[config.mk]
export PLATFORM = sky130hd
export DESIGN_NAME = pc_next_unit
export DESIGN_NICKNAME = d
export VERILOG_FILES = /design/src/rtl/pc_next_unit.sv
export SDC_FILE = /design/constraint.sdc
export NUM_CORES = 1
export LEC_CHECK = 0
export BUFFER_PORTS_ARGS = -buffer_cell sky130_fd_sc_hd__buf_2
export CAP_MARGIN = 0
export CELL_PAD_IN_SITES_DETAIL_PLACEMENT = 0
export CELL_PAD_IN_SITES_GLOBAL_PLACEMENT = 1
export CORE_UTILIZATION = 36
export CTS_CLUSTER_DIAMETER = 60
export DETAILED_ROUTE_END_ITERATION = 8
export PLACE_DENSITY_LB_ADDON = 0.1
export SLEW_MARGIN = 0
export SYNTH_ARGS = -nofsm -noshare
export SYNTH_HDL_FRONTEND = slang
export SYNTH_SLANG_ARGS = --single-unit
[constraint.sdc]
create_clock -name clk -period 3.6 [get_ports clk]
set_input_delay 0.72 -clock clk [delete_from_list [all_inputs] [get_ports clk]]
set_output_delay 0.72 -clock clk [all_outputs]
set_load 0.05 [all_outputs]
[src/rtl/pc_next_unit.sv]
// pc_next_unit
// Program-counter register and next-PC selection for the single-cycle MIPS
// datapath. Picks the next PC from the register-jump target, the jump field,
// the branch target or the sequential address, and registers it. Also
// produces a redirect flush, a misaligned-jr address-error pulse with EPC
// capture, and a count of retired fetches.
//
// Ports:
//   clk            rising-edge clock
//   reset          synchronous active-high reset (priority over stall)
//   stall          hold pc, epc, fetch_count; flush/addr_error forced low
//   jump           j/jal decoded
//   jump_field     {instr[25:0], 2'b00}
//   branch         conditional branch decoded
//   branch_taken   branch condition true
//   branch_offset  sign-extended immediate, already shifted left 2
//   jr             jr/jalr decoded
//   jr_target      register value for jr
//   pc             current PC (registered)
//   pc_plus4       pc + 4 (combinational)
//   flush          1 for the cycle after a non-sequential PC load
//   addr_error     1-cycle pulse after a misaligned jr
//   epc            PC of the last faulting jr
//   fetch_count    number of non-stalled, non-reset edges (wraps)
module pc_next_unit #(
  parameter logic [31:0] RESET_VECTOR = 32'h0000_0000,
  parameter logic [31:0] EXC_VECTOR   = 32'h0000_0080
) (
  input  logic        clk,
  input  logic        reset,
  input  logic        stall,
  input  logic        jump,
  input  logic [27:0] jump_field,
  input  logic        branch,
  input  logic        branch_taken,
  input  logic [31:0] branch_offset,
  input  logic        jr,
  input  logic [31:0] jr_target,
  output logic [31:0] pc,
  output logic [31:0] pc_plus4,
  output logic        flush,
  output logic        addr_error,
  output logic [31:0] epc,
  output logic [31:0] fetch_count
);

  logic [31:0] jump_target;
  logic [31:0] branch_target;
  logic [31:0] next_pc;
  logic        redirect;
  logic        jr_misaligned;

  assign pc_plus4      = pc + 32'd4;
  assign jump_target   = {pc_plus4[31:28], jump_field};
  assign branch_target = pc_plus4 + branch_offset;
  assign jr_misaligned = jr && (jr_target[1:0] != 2'b00);

  // Priority: misaligned jr, jr, jump, taken branch, sequential.
  always_comb begin
    next_pc  = pc_plus4;
    redirect = 1'b1;
    if (jr_misaligned) begin
      next_pc = EXC_VECTOR;
    end else if (jr) begin
      next_pc = jr_target;
    end else if (jump) begin
      next_pc = jump_target;
    end else if (branch && branch_taken) begin
      next_pc = branch_target;
    end else begin
      redirect = 1'b0;
    end
  end

  always_ff @(posedge clk) begin
    if (reset) begin
      pc          <= RESET_VECTOR;
      flush       <= 1'b0;
      addr_error  <= 1'b0;
      epc         <= 32'd0;
      fetch_count <= 32'd0;
    end else if (stall) begin
      // Redirect inputs stay asserted by the controller and are taken once
      // the stall drops, so nothing is latched here.
      flush      <= 1'b0;
      addr_error <= 1'b0;
    end else begin
      pc          <= next_pc;
      flush       <= redirect;
      addr_error  <= jr_misaligned;
      fetch_count <= fetch_count + 32'd1;
      if (jr_misaligned) begin
        epc <= pc;
      end
    end
  end

endmodule

==> impl_metrics.env <==
export IMPL_status="finished, final reports clean"
export IMPL_netlist_area_um2=6620
export IMPL_hold_class="reg2reg"
export IMPL_fin_area_um2=9340
export IMPL_coreArea_um2=18000
export IMPL_preCtsSetupSlack_ps=19.0
export IMPL_top_layer="met5"
export IMPL_dp_cells=1353
export IMPL_synth_area_leaders="dfxtp_1 30%, nand2_1 7.9%, ha_1 7.8%, a21oi_1 6.8%, xnor2_1 5.2%"
export IMPL_avgViaCountPerCell=5.49
export IMPL_synth_top_area_cell="dfxtp_1"
export IMPL_grt_max_degree=58
export IMPL_timing_final_crit_share_pct=94.9
export IMPL_clock_root_buffer="clkbuf_16"
export IMPL_drc=0
export IMPL_nFillCells=1829
export IMPL_cp_end_kind="flop"
export IMPL_clock_fmax_ghz=0.293
export IMPL_finClkSkew_ps=7.44
export IMPL_finalWirelength_um=25400
export IMPL_critPathBufInv=0
export IMPL_arrival_ps=3640
export IMPL_ant_nets=0
export IMPL_overflow=0
export IMPL_clk_pin_slew_worst_paths_ps=70
export IMPL_timing_final_ws_setup_ps=182
export IMPL_power_density_nw_per_um2=324
export IMPL_final_hold_violation_count=0
export IMPL_vias=7530
export IMPL_start_util_pct=36.8
export IMPL_track_usage_pct=26.2
export IMPL_peakVddDrop_mv=0.275
export IMPL_ios=229
export IMPL_critPathKind="reg2reg"
export IMPL_port_buffers=228
export IMPL_p_leak_nw=4.25
export IMPL_die_area_um2=18900
export IMPL_wl_met1_um=10900
export IMPL_fin_util_pct=52.0
export IMPL_row_count=49
export IMPL_setup_viol=0
export IMPL_ys_flop_type="dfxtp_1"
export IMPL_crit_path_max_incr_delay_ps=340
export IMPL_ctsHoldBuffers=0
export IMPL_synth_top_cell_area_share_pct=29.6
export IMPL_place_area_um2=8790
export IMPL_ys_types=64
export IMPL_area_delta_synth_final_pct=41.1
export IMPL_drt_iter0_drc=416
export IMPL_maxSlewHeadroom_pct=36.3
export IMPL_crit_family="compound AO/OA/AOI/OAI gates"
export IMPL_report_final_slew_viol_count=0
export IMPL_grt_pass1_wl_um=37700
export IMPL_clkSinkCount=98
export IMPL_clk_latency_ps=340
export IMPL_post_dp_hpwl_um=20100
export IMPL_fp_dieH_um=138
export IMPL_yosysWarnings=0
export IMPL_instances_no_fill=1372
export IMPL_cts_tree="done"
export IMPL_tightest_slew_ps=952
export IMPL_firstDrtPassIters=5
export IMPL_required_ps=3830
export IMPL_start_kind="flop"
export IMPL_syn_num_nets=1013
export IMPL_final_nets=1279
export IMPL_synth_edf_count=0
export IMPL_cp_cell_sequence="and4_4, and2_2, and3_2, nand2_1, xnor2_4, ha_4, nand4_1, a211oi_2, o21ai_2, a21oi_4, o221a_4, nor2_4, o21ai_2, mux2i_1, a311o_1"
export IMPL_numCtsBuffers=9
export IMPL_critPathMaxFanout=5
export IMPL_crit_slowest_cell="dfxtp_4"
export IMPL_p_total_w=0.00303
export IMPL_wl_per_cell_um=18.5
export IMPL_yosys_cell_count_top_type="nand2_1"
export IMPL_avgSynthCellArea_um2=7.59
export IMPL_syn_inst=872
export IMPL_drive_above_1_share_pct=36.2
export IMPL_antenna_found_initial=1
export IMPL_die_w_um=138
export IMPL_routed_wl_met2_um=12200
export IMPL_postSynth_asyncResetShare_pct=0
export IMPL_grt_pass1_vias=6954
export IMPL_ys_seq_area_share_pct=29.6
export IMPL_synthTopCellsByCount="140 x nand2_1, 98 x dfxtp_1, 90 x a21oi_1"
export IMPL_h_tree_depth=3
export IMPL_cap_violations=0
export IMPL_ys_ff_latch=98
export IMPL_crit_top_cell="o21ai_2"
export IMPL_period_needed_ps=3420
export IMPL_clockBufferDepth=2
export IMPL_gp_congestion=0.910
export IMPL_route_met3_wl_um=1630
==> metal layers <==
metal / track usage [%] / up-vias
met3: 4.78 / 53
met2: 44.3 / 269
met5: 0 / -
met1: 33.1 / 3540
met4: 9.16 / 2
li1: - / 3666
==> what timing repair did <==
| item | CTS | global route |
|---|---|---|
| gates resized for setup | 0 | 40 |
| pin swaps | 1 | 9 |
| setup endpoints to repair | 1 | 11 |
| setup buffers | 0 | 3 |
==> placed cells by master (no fill, tap or decap), drive strengths merged, types with 10 or more instances in the layout <==
cell type  synthesis  layout
a211oi            18      18
and4              10      10
clkbuf            39      11
a21oi             93      93
dfxtp             98      98
ha                41      41
nand3             34      34
nand2            140     140
nand4             12      12
a22oi             20      20
and3              10      10
buf                5     299
xnor2             39      39
or3               10      10
nor3              11      11
nor2              82      82
inv               12      14
o22ai             12      12
o21ai             55      55
xor2              38      38
==> worst reg2reg max path, delay by kind of cell, from the launching register on <==
family                   cells  cell delay [ps]
AO/OA/AOI/OAI                6             1360
XOR/XNOR                     1              200
adder cells (fa/ha/maj)      1              310
flip-flops                   1              340
multiplexers                 1              100
AND/OR/NAND/NOR              6             1000
==> per-stage QoR <==
step	setup TNS, ps	hold slack [ps]
final	0	452
after global routing	-46.8	474
after CTS	0	454
after detailed placement	0	444
after global placement	0	441
after floorplan	0	569
==> where the power goes <==
part | internal [W] | leakage, nW | switching [W] | total [W]
registers | 0.00111 | 0.810 | 0.0000265 | 0.00113
logic | 0.000301 | 3.28 | 0.000566 | 0.000867
clock network | 0.000603 | 0.158 | 0.000427 | 0.00103
==> layout make-up <==
type / instances / area [µm²] / area share (%)
clock inverter: 4 / 56.3 / 0.603
inverter: 12 / 45.0 / 0.482
sequential: 98 / 2040 / 21.8
antenna: 1 / 2.50 / 0.0268
clock buffer: 11 / 264 / 2.83
timing repair buffer: 299 / 1690 / 18.1
multi-input combinational: 718 / 4960 / 53.1
tap: 229 / 287 / 3.07
==> flip-flops by register name, indices dropped and copies added, names as in the netlist <==
signal,flops
flush,1
fetch_count,32
epc,32
addr_error,1
pc,32
==> final timing paths <==
check | startpoint | endpoint | slack [ps] | cells past startpoint
worst max register to register | pc[7] | pc[28] | 180 | 15
worst min register to register | epc[11] | epc[11] | 450 | 2
worst max-delay path | pc[7] | pc[28] | 180 | 15
worst min-delay path | epc[11] | epc[11] | 450 | 2
==> cells by family (layout without fill, tap and decap cells) <==
| logic type | Yosys count | after routing | synth area share (%) |
|---|---|---|---|
| AOI/OAI and AO/OA | 265 | 265 | 25.7 |
| xor gates and xnor gates | 77 | 77 | 10.2 |
| adders and majority gates | 42 | 42 | 8.05 |
| buffers and inverters | 56 | 326 | 3.31 |
| DFF | 98 | 98 | 29.6 |
| muxes | 3 | 3 | 0.454 |
| other | 0 | 1 | 0 |
| and+or+nand+nor | 331 | 331 | 22.7 |
Power figures use the tool's default switching activity.
